<file path="config.mk">
export PLATFORM = sky130hd
export DESIGN_NAME = projectile_flight_ctrl
export DESIGN_NICKNAME = d
export VERILOG_FILES = /design/src/rtl/wwm_pkg.sv /design/src/rtl/tick_divider.sv /design/src/rtl/projectile_flight_ctrl.sv
export SDC_FILE = /design/constraint.sdc
export NUM_CORES = 1
export LEC_CHECK = 0
export BUFFER_PORTS_ARGS = -buffer_cell sky130_fd_sc_hd__clkbuf_2
export CAP_MARGIN = 20
export CORE_ASPECT_RATIO = 0.8
export CORE_MARGIN = 2
export CORE_UTILIZATION = 50
export DETAILED_ROUTE_END_ITERATION = 16
export GPL_ROUTABILITY_DRIVEN = 0
export HOLD_SLACK_MARGIN = 0.05
export PLACE_DENSITY = 0.66
export RECOVER_POWER = 25
export SETUP_SLACK_MARGIN = 0.2
export SYNTH_ARGS = -nofsm -noshare
export SYNTH_HDL_FRONTEND = slang
export SYNTH_HIERARCHICAL = 1
export SYNTH_SLANG_ARGS = --single-unit
</file>
<file path="constraint.sdc">
create_clock -name clk -period 7.6 [get_ports clk]
set_input_delay 0.76 -clock clk [delete_from_list [all_inputs] [get_ports clk]]
set_output_delay 0.76 -clock clk [all_outputs]
set_load 0.03 [all_outputs]
</file>
<file path="src/rtl/wwm_pkg.sv">
// Shared World War Math definitions: flight FSM encoding, screen geometry and colours.
package wwm_pkg;

    typedef enum logic [1:0] {
        ST_IDLE    = 2'd0,
        ST_ANIMATE = 2'd1,
        ST_HIT     = 2'd2,
        ST_MISS    = 2'd3
    } flight_state_e;

    localparam int GROUND_Y     = 470;
    localparam int TOP_Y        = 51;
    localparam int RIGHT_X      = 774;
    localparam int TGT_XL       = 650;
    localparam int TGT_XR       = 675;
    localparam int SCREEN_X_MAX = 1023;

    // 12-bit RGB (4:4:4) as consumed by vga_bitchange
    localparam logic [11:0] COL_PROJECTILE = 12'hFFF;
    localparam logic [11:0] COL_TARGET     = 12'hF00;
    localparam logic [11:0] COL_GROUND     = 12'h0A0;
    localparam logic [11:0] COL_SKY        = 12'h49F;

endpackage

</file>
<file path="src/rtl/tick_divider.sv">
// Free-running step divider: pulses tick once every TICK_CLKS clocks while en is high.
module tick_divider #(
    parameter int TICK_CLKS = 50_000_000
) (
    input  logic clk,
    input  logic reset,
    input  logic en,
    output logic tick
);

    localparam int CW = (TICK_CLKS > 1) ? $clog2(TICK_CLKS) : 1;

    logic [CW-1:0] cnt_q;
    logic [CW-1:0] cnt_d;

    assign tick = en && (cnt_q == CW'(TICK_CLKS - 1));

    always_comb begin
        cnt_d = cnt_q + CW'(1);
        if (!en || tick) begin
            cnt_d = '0;
        end
    end

    always_ff @(posedge clk) begin
        if (reset) begin
            cnt_q <= '0;
        end else begin
            cnt_q <= cnt_d;
        end
    end

endmodule

</file>
<file path="src/rtl/projectile_flight_ctrl.sv">
// One cannon shot: latch launch conditions, step kinematics on a divided tick,
// classify hit / ground miss / off-screen miss and hold the result until ack.
module projectile_flight_ctrl
    import wwm_pkg::*;
#(
    parameter int          TICK_CLKS = 50_000_000,
    parameter logic [3:0]  GRAV      = 4'd1,
    parameter int          MAX_T     = 255
) (
    input  logic       clk,
    input  logic       reset,
    input  logic       start,
    input  logic       ack,
    input  logic [3:0] vX,
    input  logic [3:0] vY,
    input  logic [9:0] X_INITIAL,
    input  logic [9:0] Y_INITIAL,
    output logic [9:0] projectileCenterX,
    output logic [9:0] projectileCenterY,
    output logic [7:0] t_air,
    output logic       q_Idle,
    output logic       q_Animate,
    output logic       q_Hit,
    output logic       q_Miss,
    output logic       done
);

    localparam logic signed [21:0] GROUND_S = 22'(GROUND_Y);
    localparam logic signed [21:0] TOP_S    = 22'(TOP_Y);
    localparam logic signed [21:0] RIGHT_S  = 22'(RIGHT_X);
    localparam logic signed [21:0] TGT_XL_S = 22'(TGT_XL);
    localparam logic signed [21:0] TGT_XR_S = 22'(TGT_XR);
    localparam logic signed [21:0] XMAX_S   = 22'(SCREEN_X_MAX);

    flight_state_e state_q, state_d;
    logic [3:0] vx_q, vx_d, vy_q, vy_d;
    logic [9:0] x0_q, x0_d, y0_q, y0_d;
    logic [9:0] cx_q, cx_d, cy_q, cy_d;
    logic [7:0] t_air_q, t_air_d;
    logic       done_q, done_d;

    logic tick;

    tick_divider #(
        .TICK_CLKS(TICK_CLKS)
    ) u_tick (
        .clk  (clk),
        .reset(reset),
        .en   (state_q == ST_ANIMATE),
        .tick (tick)
    );

    // Kinematics are evaluated for the step about to fire (t = t_air + 1).
    logic [7:0]        t_next;
    logic signed [21:0] t_w, vx_w, vy_w, g_w, x0_w, y0_w;
    logic signed [21:0] x_calc, y_calc;
    logic              landed, in_target, off_right, t_limit;
    logic [9:0]        x_disp, y_disp;

    assign t_next = t_air_q + 8'd1;
    assign t_w    = signed'({14'd0, t_next});
    assign vx_w   = signed'({18'd0, vx_q});
    assign vy_w   = signed'({18'd0, vy_q});
    assign g_w    = signed'({18'd0, GRAV});
    assign x0_w   = signed'({12'd0, x0_q});
    assign y0_w   = signed'({12'd0, y0_q});

    // Gravity term is never negative, so the arithmetic shift is a floor divide.
    assign x_calc = x0_w + vx_w * t_w;
    assign y_calc = y0_w - vy_w * t_w + ((g_w * t_w * t_w) >>> 1);

    assign landed    = (y_calc >= GROUND_S);
    assign in_target = (x_calc >= TGT_XL_S) && (x_calc <= TGT_XR_S);
    assign off_right = (x_calc > RIGHT_S);
    assign t_limit   = (t_next == 8'(MAX_T));

    always_comb begin
        x_disp = x_calc[9:0];
        if (x_calc > XMAX_S) begin
            x_disp = 10'(SCREEN_X_MAX);
        end
        y_disp = y_calc[9:0];
        if (landed) begin
            y_disp = 10'(GROUND_Y);
        end else if (y_calc < TOP_S) begin
            y_disp = 10'(TOP_Y);
        end
    end

    always_comb begin
        state_d = state_q;
        vx_d    = vx_q;
        vy_d    = vy_q;
        x0_d    = x0_q;
        y0_d    = y0_q;
        cx_d    = cx_q;
        cy_d    = cy_q;
        t_air_d = t_air_q;
        done_d  = 1'b0;
        case (state_q)
            ST_IDLE: begin
                cx_d = X_INITIAL;
                cy_d = Y_INITIAL;
                if (start) begin
                    vx_d    = vX;
                    vy_d    = vY;
                    x0_d    = X_INITIAL;
                    y0_d    = Y_INITIAL;
                    t_air_d = '0;
                    state_d = ST_ANIMATE;
                end
            end
            ST_ANIMATE: begin
                if (tick) begin
                    cx_d    = x_disp;
                    cy_d    = y_disp;
                    t_air_d = t_next;
                    if (landed && in_target) begin
                        state_d = ST_HIT;
                        done_d  = 1'b1;
                    end else if (landed || off_right || t_limit) begin
                        state_d = ST_MISS;
                        done_d  = 1'b1;
                    end
                end
            end
            ST_HIT, ST_MISS: begin
                if (ack) begin
                    state_d = ST_IDLE;
                end
            end
            default: state_d = ST_IDLE;
        endcase
    end

    always_ff @(posedge clk) begin
        if (reset) begin
            state_q <= ST_IDLE;
            vx_q    <= '0;
            vy_q    <= '0;
            x0_q    <= '0;
            y0_q    <= '0;
            cx_q    <= '0;
            cy_q    <= '0;
            t_air_q <= '0;
            done_q  <= 1'b0;
        end else begin
            state_q <= state_d;
            vx_q    <= vx_d;
            vy_q    <= vy_d;
            x0_q    <= x0_d;
            y0_q    <= y0_d;
            cx_q    <= cx_d;
            cy_q    <= cy_d;
            t_air_q <= t_air_d;
            done_q  <= done_d;
        end
    end

    assign projectileCenterX = cx_q;
    assign projectileCenterY = cy_q;
    assign t_air             = t_air_q;
    assign done              = done_q;
    assign q_Idle            = (state_q == ST_IDLE);
    assign q_Animate         = (state_q == ST_ANIMATE);
    assign q_Hit             = (state_q == ST_HIT);
    assign q_Miss            = (state_q == ST_MISS);

endmodule

</file>
# After elaboration in Yosys (flattened, before gate mapping)
# Cells that the tools add are included.
dict set report classes {
  addsub 5
  n_mul 3
  div 0
  n_lt_le_gt_ge 6
  eq_ne 9
  shift 0
  n_mux 18
  bitwise 2
  n_reduce_logical 16
}
# cell count
set ops {}
lappend ops {{2-to-1 mux 10 bit} 5}
lappend ops {{case mux 10 bit (2 select lines)} 2}
lappend ops {{adder 26 x 1 -> 26 bit (second input constant)} 1}
lappend ops {{== test 26 bit (second input constant)} 1}
lappend ops {{greater-than comparator 13 x 10 -> 1 bit (second input constant)} 2}
lappend ops {{multiplier 4 x 8 -> 12 bit} 2}
lappend ops {{adder 13 x 16 -> 17 bit} 1}
lappend ops {{>= comparator 17 x 10 -> 1 bit (second input constant)} 1}
lappend ops {{less-than comparator 17 x 7 -> 1 bit (second input constant)} 1}
lappend ops {{multiplier 8 x 8 -> 16 bit} 1}
lappend ops {{2-to-1 mux 8 bit} 2}
lappend ops {{case mux 8 bit (2 select lines)} 1}
lappend ops {{adder 10 x 12 -> 13 bit} 1}
lappend ops {{>= comparator 13 x 10 -> 1 bit (second input constant)} 1}
lappend ops {{<= comparator 13 x 10 -> 1 bit (second input constant)} 1}
lappend ops {{subtractor 10 x 12 -> 13 bit} 1}
lappend ops {{2-to-1 mux 2 bit} 5}
lappend ops {{adder 8 x 1 -> 8 bit (second input constant)} 1}
lappend ops {{== test 8 bit (second input constant)} 1}
lappend ops {{inequality test 2 bit (second input constant)} 3}
lappend ops {{case mux 2 bit (3 select lines)} 1}
lappend ops {{== test 2 bit (second input constant)} 2}
lappend ops {{AND reduction 2 bit} 2}
lappend ops {{AND reduction 4 bit} 1}
lappend ops {{12 further kinds} 19}
dict set report word_totals {
  register_bits 85
  latchBits 0
  mem_bits_rw 0
  romBits 0
  in_bits 32
  output_inout_bits 33
  memories 0
}

# Depth between registers and ports, before layout
dict set report depth {
  depth_word 11
  mapped_depth 30
  ltp_nobuf 29
}

# Cells and area by module
# Netlist, hierarchy kept.
# mod instances cells_each area_each_um2 seq_area_each_um2
set by_module_without_submodules {}
lappend by_module_without_submodules {projectile_flight_ctrl 1 964 7583.5 1181.1}
lappend by_module_without_submodules {tick_divider 1 148 1253.7 520.5}

# Least setup slack after synthesis
# No wires, ideal clock.
dict set report synth_timing {
  path_kind {register to register}
  startpoint {register t_air_q[0], in the netlist t_air[0]}
  endpoint {register cy_q[2], in the netlist projectileCenterY[2]}
  t_arrival_ns 6.823
  t_required_ns 7.455
  setup_slack_ns 0.632
  stages_incl_launch_ff 29
  path_buffers 1
  synth_period_minus_slack_ns 6.968
  path_cell_list {dfxtp_1 -> inv_1 -> nor3_1 -> and3_1 -> xor2_1 -> clkbuf_1 -> nand2_1 -> fa_1 -> inv_1 -> fa_1 -> fa_1 -> inv_1 -> fa_1 -> inv_1 -> ha_1 -> nor2_1 -> a21oi_1 -> a41o_1 -> nor2_1 -> xnor2_1 -> ha_1 -> and4_1 -> or2_2 -> o22a_1 -> o41ai_1 -> xnor2_1 -> nand4_2 -> o31ai_2 -> a31oi_1}
}
dict set report synth_between {
  elab_chain_cells 9
  word_cells_on_any_way 11
  classes_between {add/sub (3); mul (2); order compare (2); mux (4)}
}
# item line
set synth_lines {}
lappend synth_lines {{from (decl)} projectile_flight_ctrl.sv:39} ;# logic [7:0] t_air_q, t_air_d;
lappend synth_lines {{from (signal assigned)} projectile_flight_ctrl.sv:155} ;# t_air_q <= t_air_d;
lappend synth_lines {{adder 8 x 1 -> 8 bit (*)} projectile_flight_ctrl.sv:60} ;# assign t_next = t_air_q + 8'd1;
lappend synth_lines {{multiplier 4 x 8 -> 12 bit} projectile_flight_ctrl.sv:70} ;# assign y_calc = y0_w - vy_w * t_w + ((g_w * t_w * t_w) >>> 1);
lappend synth_lines {{subtractor 10 x 12 -> 13 bit} projectile_flight_ctrl.sv:70}
lappend synth_lines {{adder 13 x 16 -> 17 bit (*)} projectile_flight_ctrl.sv:70}
lappend synth_lines {{less-than comparator 17 x 7 -> 1 bit} projectile_flight_ctrl.sv:85} ;# end else if (y_calc < TOP_S) begin
lappend synth_lines {{2-to-1 mux 10 bit} projectile_flight_ctrl.sv:85}
lappend synth_lines {{2-to-1 mux 10 bit (*)} projectile_flight_ctrl.sv:83} ;# if (landed) begin
lappend synth_lines {{2-to-1 mux 10 bit (*)} projectile_flight_ctrl.sv:114} ;# if (tick) begin
lappend synth_lines {{case mux 10 bit (2 select lines) (*)} projectile_flight_ctrl.sv:100} ;# case (state_q)
lappend synth_lines {{to (signal assigned)} projectile_flight_ctrl.sv:154} ;# cy_q <= cy_d;
lappend synth_lines {{to (decl)} projectile_flight_ctrl.sv:38} ;# logic [9:0] cx_q, cx_d, cy_q, cy_d;
# Mark *: on every way between the ends. The rest lies on a longest branch, timed or not. The select of a mux whose other input is x is not followed.
# A chain may end at the register's enable or synchronous reset.

# Worst setup path after layout
dict set report layout_timing {
  startpoint {register t_air_q[0], in the netlist t_air[0]}
  endpoint {register cy_q[1], in the netlist projectileCenterY[1]}
}
# Same word-level chain as after synthesis.

==> metrics.md <==
| Metric | Value |
|---|---|
| Root buf cell | `clkbuf_16` |
| Full die area | `18800 µm²` |
| Top routing layer used | `met4` |
| LEAKAGE | `4.47 nW` |
| Worst skew pair latency | `0.35 ns` |
| CTS Buf Count | `9` |
| Clk buf depth | `2` |
| Critical Path Fanout Max | `6` |
| Diode count | `0` |
| Layout area overhead | `9.78%` |
| Number of H-tree levels | `3` |
| Worst Tran Pin Value | `1.88 ns` |
| Post-layout net count | `1351` |
| Fin worst setup slack | `0.572 ns` |
| Worst setup EP type | `register` |
| Placed Area | `9390 µm²` |
| Min Tclk post-route | `7.03 ns` |
| Vias in the first global route | `7016` |
| Synth async-reset ratio | `0%` |
| Global-route wire length before repair | `36100 µm` |
| Mean Syn Cell Area | `7.95 µm²` |
| Die Y | `123 µm` |
| Mapped Cells | `1112` |
| Antenna violations before repair | `0` |
| Synth Cell Area | `8840 µm²` |
| FF+latch area | `1700 µm²` |
| # setup viols final | `0` |
| Clk_skew | `0.0139 ns` |
| Clk sinks | `85` |
| Dpl ws | `0.485 ns` |
| Fmax | `0.142 GHz` |
| Share of layout cells above drive strength 1 | `8.65%` |
| Number of routed nets with antenna violations | `0` |
| Cell Rows | `43` |
| DRC | `0` |
| Synthesis Warnings | `6` |
| Failing checks | `max-capacitance violations, max-slew violations` |
| DRT Pass-1 Iters | `4` |
| IO Count | `65` |
| Maximum vdd drop | `0.105 mV` |
| Largest net degree at the start of global routing | `63` |
| Dominant synthesized flop cell | `dfxtp_1` |
| Count of different cell masters after synthesis | `76` |
| Cts hold-fix bufs | `0` |
| Min-delay worst type | `register to register` |
| Commonest cells after routing, fill and taps aside | `156 x nand2_1, 132 x inv_1, 89 x ha_1` |
| Commonest non-fill, non-tap cell in the layout | `nand2_1` |
| Worst Hold Path EP | `x0_q[2]` |
| Worst R2R Setup Slack | `0.57 ns` |
| CP Class | `register to register` |
| Post_cts resized | `0` |
| Initial Util | `51.0%` |
| Setup Buffers After CTS | `0` |
| Unrepaired setup endpoints after global routing | `false` |
| Vias | `7586` |
| Final TNS setup | `0 ns` |
| Number of synthesized register bits | `85` |
| Final Max Tran Viols | `12` |
| Reg clk slew, reported paths | `0.07 ns` |
| Core Box Area | `17300 µm²` |
| CP Launch Type | `register` |
| Pwr/cell area | `129 nW/µm²` |
| Critical Path RT | `7.80 ns` |
| Post-synth EDFFs | `0` |
| Worst hold stages | `2` |
| WHS | `0.458 ns` |
| Met3 wire len | `1100 µm` |
| R2R Path Start | `t_air[0]` |
| Die width | `153 µm` |
| Hold Violations, Final | `0` |
| CTS tree | `yes` |
| Fin crit share | `92.5%` |
| Sequential area share after synthesis | `19.3%` |
| Slew Limit Headroom | `-27.2%` |
| R2r endpoint | `projectileCenterY[1]` |
| Post-Syn Nets | `1301` |
| Gr usage total | `23.9%` |
| IO buf count | `64` |
| Initial DRC Count | `533` |
| Area of the multi-input gates | `6520 µm²` |
| Drt via density | `5.45` |
| Hold Path Origin | `x0_q[2]` |
| Maxcap violations | `1` |
| Post-DR wirelength/cell | `15.9 µm` |
| Fill cells | `1667` |
| Dpl hpwl | `17600 µm` |
| Worst Reg-to-Reg Cells | `27` |
| Grt ovf | `0` |
| Met2 WL | `9280 µm` |
| Cell area after layout | `9700 µm²` |
| DRT Wirelength | `22100 µm` |
| Status | `finished with violations` |
| Metal-1 WL | `11500 µm` |
| Worst EP arrival | `7.23 ns` |
-- cell usage after synthesis (all sizes together) (6+ instances only) --
| cell type | n | share of area (%) |
|---|---|---|
| a21o | 7 | 0.59 |
| a31oi | 6 | 0.50 |
| and3 | 9 | 0.64 |
| ha | 90 | 13 |
| nor4 | 8 | 0.57 |
| and2 | 26 | 1.8 |
| a22oi | 7 | 0.59 |
| dfxtp | 85 | 19 |
| nand2b | 10 | 0.71 |
| clkbuf | 34 | 1.4 |
| xnor2 | 46 | 4.7 |
| inv | 132 | 5.6 |
| o211ai | 10 | 0.91 |
| nor3 | 17 | 1.0 |
| o21a | 7 | 0.59 |
| xor2 | 18 | 1.8 |
| nor2b | 26 | 1.8 |
| a211oi | 10 | 1.0 |
| o21ai | 49 | 2.8 |
| nand4 | 13 | 1.2 |
| or2 | 9 | 0.64 |
| fa | 67 | 15 |
| nand2 | 156 | 6.6 |
| or3 | 12 | 0.85 |
| nor2 | 87 | 3.7 |
| a21oi | 84 | 4.8 |
| nand3 | 19 | 1.1 |
-- flip-flops by register name, indices dropped and copies added, names as in the netlist --
name and cells:
u_tick/cnt_q 26, vy_q 4, done 1, state_q 2
vx_q 4, x0_q 10, projectileCenterX 10, t_air 8
projectileCenterY 10, y0_q 10
-- cell type report --
class,instances,share of cell area (%)
clock buffer,11,2.61
clock inverter,5,0.426
inverter,133,5.15
multi-input combinational,856,67.2
sequential,85,17.6
tap,225,2.90
timing repair buffer,77,4.15
-- worst max path at each step --
| stage | startpoint | end | slack (ns) | cells after the start |
|---|---|---|---|---|
| global placement | t_air[1] | done | 0.67 | 26 |
| detailed placement | t_air[1] | done | 0.48 | 26 |
| floorplan | t_air[0] | projectileCenterY[2] | 0.63 | 28 |
| global route | t_air[0] | projectileCenterY[0] | 0.21 | 27 |
| CTS | t_air[1] | done | 0.46 | 26 |
| finish | t_air[0] | projectileCenterY[1] | 0.57 | 27 |
-- where the power goes --
group | internal, W | switching (W) | leakage (nW) | total [W]
clock network | 0.000243 | 0.000196 | 0.139 | 0.000439
logic | 0.000122 | 0.000208 | 3.64 | 0.000329
registers | 0.000464 | 0.0000173 | 0.694 | 0.000481
total | 0.000828 | 0.000421 | 4.47 | 0.00125
-- routing by layer --
layer  vias up  track usage [%]
met4         0             3.99
met2       181             35.8
met5         -                0
met3        17             3.96
li1       3820                -
met1      3568             36.6
-- critical path: stages, from the launching register on --
cell	delay (ns)
dfxtp_1	0.43
ha_2	0.27
nand2_1	0.06
or2_2	0.32
xnor2_1	0.23
nand2_1	0.13
inv_1	0.12
fa_1	0.46
fa_1	0.55
inv_1	0.05
fa_1	0.50
fa_1	0.54
inv_1	0.04
ha_1	0.23
or2_2	0.30
o22ai_1	0.16
o21ai_0	0.15
o211ai_1	0.22
xnor2_1	0.16
ha_1	0.30
a21oi_1	0.14
o21ai_1	0.15
or2_2	0.35
and3_1	0.22
o211ai_1	0.32
nand3_1	0.14
nor3_2	0.22
a31oi_1	0.11
-- through the flow --
| stage | util [%] | instances | power [W] |
|---|---|---|---|
| floorplan | - | 1112 | 0.000731 |
| global placement | 54.2 | 1375 | 0.000811 |
| detailed placement | 54.2 | 1375 | 0.000812 |
| CTS | 55.9 | 1391 | 0.00125 |
| global route | 56.0 | 1392 | 0.00131 |
| finish | 56.0 | 1392 | 0.00125 |
-- logic make-up after synthesis --
logic type,after synthesis,share of synthesized area [%]
AOI/OAI and AO/OA,222,16.3
xor gates and xnor gates,64,6.51
adders and majority gates,157,27.9
buffers and inverters,171,7.39
DFF,85,19.3
muxes,2,0.241
other,2,0.0850
and+or+nand+nor,409,22.3
Note: power is estimated with default switching activity, not from simulation.
